--- config.mk ---
export PLATFORM = sky130hd
export DESIGN_NAME = student_tlul_host_arb
export DESIGN_NICKNAME = d
export VERILOG_FILES = /design/src/rtl/tlul_pkg.sv /design/src/rtl/student_tlul_host_arb.sv
export SDC_FILE = /design/constraint.sdc
export NUM_CORES = 1
export LEC_CHECK = 0
export CAP_MARGIN = 0
export CORE_AREA = 5 5 266 268
export DETAILED_ROUTE_END_ITERATION = 12
export DIE_AREA = 0 0 271 273
export GPL_TIMING_DRIVEN = 0
export SLEW_MARGIN = 15
export SYNTH_ARGS = -nofsm -noshare
export SYNTH_HDL_FRONTEND = slang
export SYNTH_SLANG_ARGS = --single-unit
--- constraint.sdc ---
create_clock -name clk_i -period 4.6 [get_ports clk_i]
set_input_delay 0.92 -clock clk_i [delete_from_list [all_inputs] [get_ports clk_i]]
set_output_delay 0.92 -clock clk_i [all_outputs]
set_load 0.03 [all_outputs]
--- src/rtl/tlul_pkg.sv ---
// tlul_pkg: minimal TL-UL channel types for the host arbiter
package tlul_pkg;
  parameter int TL_AW = 32;
  parameter int TL_DW = 32;
  parameter int TL_AIW = 8;
  parameter int TL_DIW = 1;
  parameter int TL_SZW = 2;
  parameter int TL_DBW = TL_DW / 8;
  typedef struct packed {
    logic              a_valid;
    logic [2:0]        a_opcode;
    logic [2:0]        a_param;
    logic [TL_SZW-1:0] a_size;
    logic [TL_AIW-1:0] a_source;
    logic [TL_AW-1:0]  a_address;
    logic [TL_DBW-1:0] a_mask;
    logic [TL_DW-1:0]  a_data;
    logic              d_ready;
  } tl_h2d_t;
  typedef struct packed {
    logic              d_valid;
    logic [2:0]        d_opcode;
    logic [2:0]        d_param;
    logic [TL_SZW-1:0] d_size;
    logic [TL_AIW-1:0] d_source;
    logic [TL_DIW-1:0] d_sink;
    logic [TL_DW-1:0]  d_data;
    logic              d_error;
    logic              a_ready;
  } tl_d2h_t;
endpackage

--- src/rtl/student_tlul_host_arb.sv ---
// student_tlul_host_arb: round-robin TL-UL host arbiter with source tagging and per-host outstanding limits
module student_tlul_host_arb #(
  parameter int NumHosts = 4,
  parameter int IdxW = $clog2(NumHosts),
  parameter int MaxOutstanding = 4,
  parameter int SrcW = tlul_pkg::TL_AIW
) (
  input  logic                                clk_i,
  input  logic                                rst_i,
  input  tlul_pkg::tl_h2d_t [NumHosts-1:0]    tl_h_i,
  output tlul_pkg::tl_d2h_t [NumHosts-1:0]    tl_h_o,
  output tlul_pkg::tl_h2d_t                   tl_host_o,
  input  tlul_pkg::tl_d2h_t                   tl_host_i,
  output logic                                busy_o,
  output logic [NumHosts-1:0]                 err_src_o
);
  localparam int CntW = $clog2(MaxOutstanding + 1);
  typedef enum logic {IDLE, GRANT} state_e;
  state_e state_q, state_d;
  logic [IdxW-1:0] gnt_q, gnt_d, ptr_q, ptr_d, sel, d_idx;
  logic [NumHosts-1:0][CntW-1:0] cnt_q, cnt_d;
  logic [NumHosts-1:0] err_q, err_d, elig, a_hs, d_hs;
  logic any_elig;
  tlul_pkg::tl_h2d_t req;
  function automatic logic [IdxW-1:0] wrap_inc(input logic [IdxW-1:0] base, input int k);
    int s;
    s = int'(base) + k;
    return IdxW'(s >= NumHosts ? s - NumHosts : s);
  endfunction
  assign req = tl_h_i[gnt_q];
  assign d_idx = tl_host_i.d_source[SrcW-1 -: IdxW];
  assign busy_o = |cnt_q;
  assign err_src_o = err_q;
  always_comb begin
    elig = '0;
    sel = ptr_q;
    any_elig = 1'b0;
    for (int i = 0; i < NumHosts; i++) elig[i] = tl_h_i[i].a_valid && cnt_q[i] < CntW'(MaxOutstanding);
    for (int k = NumHosts - 1; k >= 0; k--) begin
      if (elig[wrap_inc(ptr_q, k)]) begin
        sel = wrap_inc(ptr_q, k);
        any_elig = 1'b1;
      end
    end
  end
  always_comb begin
    state_d = state_q;
    gnt_d = gnt_q;
    ptr_d = ptr_q;
    a_hs = '0;
    d_hs = '0;
    cnt_d = cnt_q;
    err_d = err_q;
    tl_host_o = '0;
    tl_h_o = '0;
    if (state_q == GRANT) begin
      tl_host_o = req;
      tl_host_o.d_ready = 1'b0;
      tl_host_o.a_source = {gnt_q, req.a_source[SrcW-IdxW-1:0]};
      a_hs[gnt_q] = req.a_valid && tl_host_i.a_ready;
      state_d = (req.a_valid && !tl_host_i.a_ready) ? GRANT : IDLE;
      ptr_d = a_hs[gnt_q] ? wrap_inc(gnt_q, 1) : ptr_q;
    end else if (any_elig) begin
      state_d = GRANT;
      gnt_d = sel;
    end
    for (int i = 0; i < NumHosts; i++) begin
      if (tl_host_i.d_valid && d_idx == IdxW'(i)) begin
        tl_h_o[i] = tl_host_i;
        tl_h_o[i].d_source = {{IdxW{1'b0}}, tl_host_i.d_source[SrcW-IdxW-1:0]};
        tl_host_o.d_ready = tl_h_i[i].d_ready;
        d_hs[i] = tl_h_i[i].d_ready;
      end
      tl_h_o[i].a_ready = state_q == GRANT && gnt_q == IdxW'(i) && tl_host_i.a_ready;
      err_d[i] = err_q[i] | (a_hs[i] & |tl_h_i[i].a_source[SrcW-1 -: IdxW]);
      cnt_d[i] = (a_hs[i] && !d_hs[i] && cnt_q[i] != CntW'(MaxOutstanding)) ? cnt_q[i] + 1'b1 :
                 (d_hs[i] && !a_hs[i] && cnt_q[i] != '0) ? cnt_q[i] - 1'b1 : cnt_q[i];
    end
  end
  always_ff @(posedge clk_i or posedge rst_i) begin
    if (rst_i) begin
      state_q <= IDLE;
      gnt_q <= '0;
      ptr_q <= '0;
      cnt_q <= '0;
      err_q <= '0;
    end else begin
      state_q <= state_d;
      gnt_q <= gnt_d;
      ptr_q <= ptr_d;
      cnt_q <= cnt_d;
      err_q <= err_d;
    end
  end
endmodule
==> reports/metrics.sh <==
FINAL.HOLD.WORST_SLACK_NS=0.466
DRV.MAX_CAP_VIOLATION_COUNT=0
CRITICAL_PATH.MOST_COMMON_CELL='sky130_fd_sc_hd__clkdlybuf4s50_1'
HOLD_VIOL_FINAL=0
DIE_Y_UM=273
SWITCHINGPOWER_uW=2860
POST_SYNTH_INSTANCE_AREA_UM2=5660
SETUP_VIOL=0
SYNTH_TOP_FAMILY_BY_AREA='simple AND/OR/NAND/NOR gates'
CRITICAL_PATH_ARRIVAL_NS=3.57
IO_PINS=697
SHARE_COMB_OF_TOTAL_POWER=0.891
FLOW.AREA_GROWTH_FROM_SYNTHESIS_PCT=143
ROUTABILITYCONGESTION=0.950
FIRST_PASS_GRT_WIRE_LENGTH_UM=76700
FINAL_ANTENNA_NET_COUNT=0
RSZ_0062_RAISED_AFTER_GLOBAL_ROUTING='no'
H-TREE-DEPTH=1
LAYOUT.NETS=1708
CRIT_PATH_CELL_TRACE='clkdlybuf4s50_1 > and3b_1 > clkbuf_1 > clkbuf_2 > and2_1 > clkdlybuf4s50_1'
NUM_VIAS=8091
PLACEMENTROWS=96
VIA_COUNT_OF_THE_FIRST_GLOBAL_ROUTING_PASS=8918
P_CLK_FRAC=0.038
CRITICALPATHCATEGORY='in -> out'
CLOCK.FMAX_MHz=223
COMPLEX_GATE_FRACTION_OF_THE_SYNTHESIZED_AREA=0.0612
CRITICAL-PATH-SLOWEST-CELL='sky130_fd_sc_hd__clkdlybuf4s50_1'
TRITONCTS_CLOCK_TREE='done'
FIN_SKEW_NS=0.00431
FINAL.MIN_CLOCK_PERIOD_NS=4.49
PLACED_INSTANCE_AREA_UM2=13700
GRT.MET3_USAGE=0.0483
MAX-CLOCK-PATH-BUFFERS=2
FIN_TNS_SETUP_NS=0
MET1_USAGE=0.163
POSTSYNTHCELLCOUNT=606
SYN_AREA_PER_CELL_UM2=9.34
AVGVIACOUNTPERCELL=3.69
SLOWEST_DELAY_NS=0.72
REQUIRED_NS=3.68
YS_FF_LATCH=21
GRT.BUSIEST_LAYER='met2'
IR_WORST_VDD_uV=167
FINAL_LAYOUT_SIZE_SUFFIX_GT1_FRAC=0.0961
FIN_AREA_UM2=13800
START_UTIL=0.0831
TIMING.MAX_SLEW.REL_SLACK=0.316
CLK_PIN_SLEW_NS=0.07
STATIC-LEAKAGE-POWER_uW=0.00474
WL_CELL_UM=26.5
PWR_DENSITY_CELL_nW_PER_UM2=391
MET2_USAGE=0.278
GLOBALROUTEOVERFLOWTOTAL=0
PLACEABLECOREAREA_UM2=68100
YS.FLOP_TYPE='sky130_fd_sc_hd__dfrtp_1'
SYNTH_SEQ_AREA_SHARE=0.0928
SYNTH.AREA.MUX_SHARE=0.364
FP.DIEW_UM=271
WL_UM=58100
SYNTH_ENABLE_FLOP_CELLS=0
TRANSITION_TIME_AT_THE_PIN_WITH_THE_LEAST_SLEW_MARGIN_NS=1.03
NUMCTSBUFFERS=3
GRT_ANTENNA_BEFORE_REPAIR=23
CTS_ROOT_BUFFER='sky130_fd_sc_hd__clkbuf_16'
TRACK_USAGE=0.147
YOSYS.AREA_SHARE.XOR_XNOR=0.0108
YS.WARNINGS.COUNT=0
CLOCK_SINK_COUNT=21
RUN_STATUS='finished clean'
GRT_START_MAX_NET_PINS=22
POST_SYNTH_AND_OR_NAND_NOR_AREA_FRACTION=0.387
INSERTION_DELAY_NS=0.27
PORT_BUFFER_CELLS=685
POST-ROUTE-PERIOD-UTIL=0.975
ROUTE.DETAILED.DRC=0
CRITICAL_PATH_PEAK_FANOUT=10
SYNTH.LIB_CELLS_USED.DISTINCT=53
DP.FINAL_HPWL_UM=51700
DESIGN_INTERNAL_POWER_uW=2520
DRT_ITER0_MARKERS=358
CTSHOLDBUFFERS=0
WORSTSETUPENDPOINTTYPE='output port'
NET_SWITCHING_SHARE_OF_THE_TOTAL_POWER=0.532
DRV_SLEW=0
HOLD_PATH.CLASS='reg -> reg'
SHARE_OF_SYNTHESIZED_CELL_AREA_IN_FULL_ADDER_HALF_ADDER_AND_MAJORITY_CELLS=0.0230
POWER_FRAC_SEQ=0.071
SYNTH_ASYNC_SR_FLOP_SHARE=1.00
DIE-AREA_UM2=74000
NUMBER_OF_ITERATIONS_IN_THE_FIRST_DETAILED_ROUTING_PASS=4
TOTAL_POWER_uW=5370
CRITPATHLAUNCHTYPE='input pin'
-- worst paths after layout --
path,slack (ns),from,endpoint,cells after the start
worst max register to register,1.11,gnt_q[0]$_DFFE_PP0P_,cnt_q[8]$_DFFE_PP0P_,11
min in group asynchronous,1.18,rst_i,err_src_o[0]$_DFF_PP0_,2
max in group asynchronous,2.82,rst_i,err_src_o[2]$_DFF_PP0_,2
worst min register to register,0.47,err_src_o[1]$_DFF_PP0_,err_src_o[1]$_DFF_PP0_,1
worst max-delay path,0.11,tl_host_i[41],tl_h_o[139],6
worst min-delay path,0.47,err_src_o[1]$_DFF_PP0_,err_src_o[1]$_DFF_PP0_,1
-- cells in the final DEF, fill, tap and decap left out, drive strengths merged, types with 7 or more instances in the layout --
master / instances
and2: 277
buf: 22
clkbuf: 44
clkdlybuf4s50: 685
conb: 8
dfrtp: 21
diode: 8
inv: 15
mux2i: 12
mux4: 83
nand2: 14
nand2b: 7
nor2: 9
o21ai: 10
-- logic make-up after synthesis --
family | Yosys count
mux | 99
xor+xnor | 7
fa+ha+maj | 8
other cells | 1
simple gates | 353
flops | 21
buf+inv | 79
compound gates | 38
-- final cells by class --
class                      instances  area [µm²]
antenna                            8        20.0
buffer                            63         287
clock buffer                       3        75.1
clock inverter                     1        7.51
fill                            7443       54300
inverter                          15        56.3
multi-input combinational        513        4830
sequential                        21         526
tap                              882        1100
timing repair buffer             685        6860
-- synth_stat cells (all sizes together), types with 5 or more instances --
library cell,count,area (µm²)
nand4b,6,52.6
nand2,14,52.6
nand2b,7,43.8
nor2,9,33.8
mux4,83,1870
and2,277,1730
inv,15,56.3
o21ai,10,50.1
nand3,5,25.0
clkbuf,41,154
or3,6,37.5
and3,5,31.3
mux2i,12,145
nor3b,5,37.5
dfrtp,21,526
buf,23,133
-- worst max-delay path: cells and delay by family --
family	cells	cell delay, ns
buffers and inverters	4	1.94
AND/OR/NAND/NOR	2	0.71
-- power by group through the flow --
stage                     registers [µW]  clock network, µW  logic, µW
after global placement               374                  0       4840
after global routing                 397                224       5050
final                                382                203       4790
after CTS                            378                219       4900
after floorplan                      385                  0       2670
after detailed placement             381                  0       4870
-- state kept, by name, indices dropped and copies added (netlist names) --
name       cells
cnt_q         12
err_src_o      4
gnt_q          2
ptr_q          2
state_q        1
-- metrics by stage --
step	std cells	util	setup WS, ns
after floorplan	613	-	1.32
after global routing	2184	0.202	0.0237
after detailed placement	2180	0.200	-0.0933
after CTS	2183	0.202	0.121
after global placement	2180	0.200	-0.0778
final	2191	0.202	0.115
-- per-layer routing --
layer	wire length [µm]	vias up
li1	-	3538
met1	22000	3953
met5	77	-
met4	979	12
met3	4980	60
met2	30100	528
-- what timing repair did --
item	in CTS	in global routing
buffers inserted	0	0
endpoints found under the hold margin	0	0
resized for setup	2	1
endpoints found under the setup margin	37	10
(Power assumes the default switching activity.)
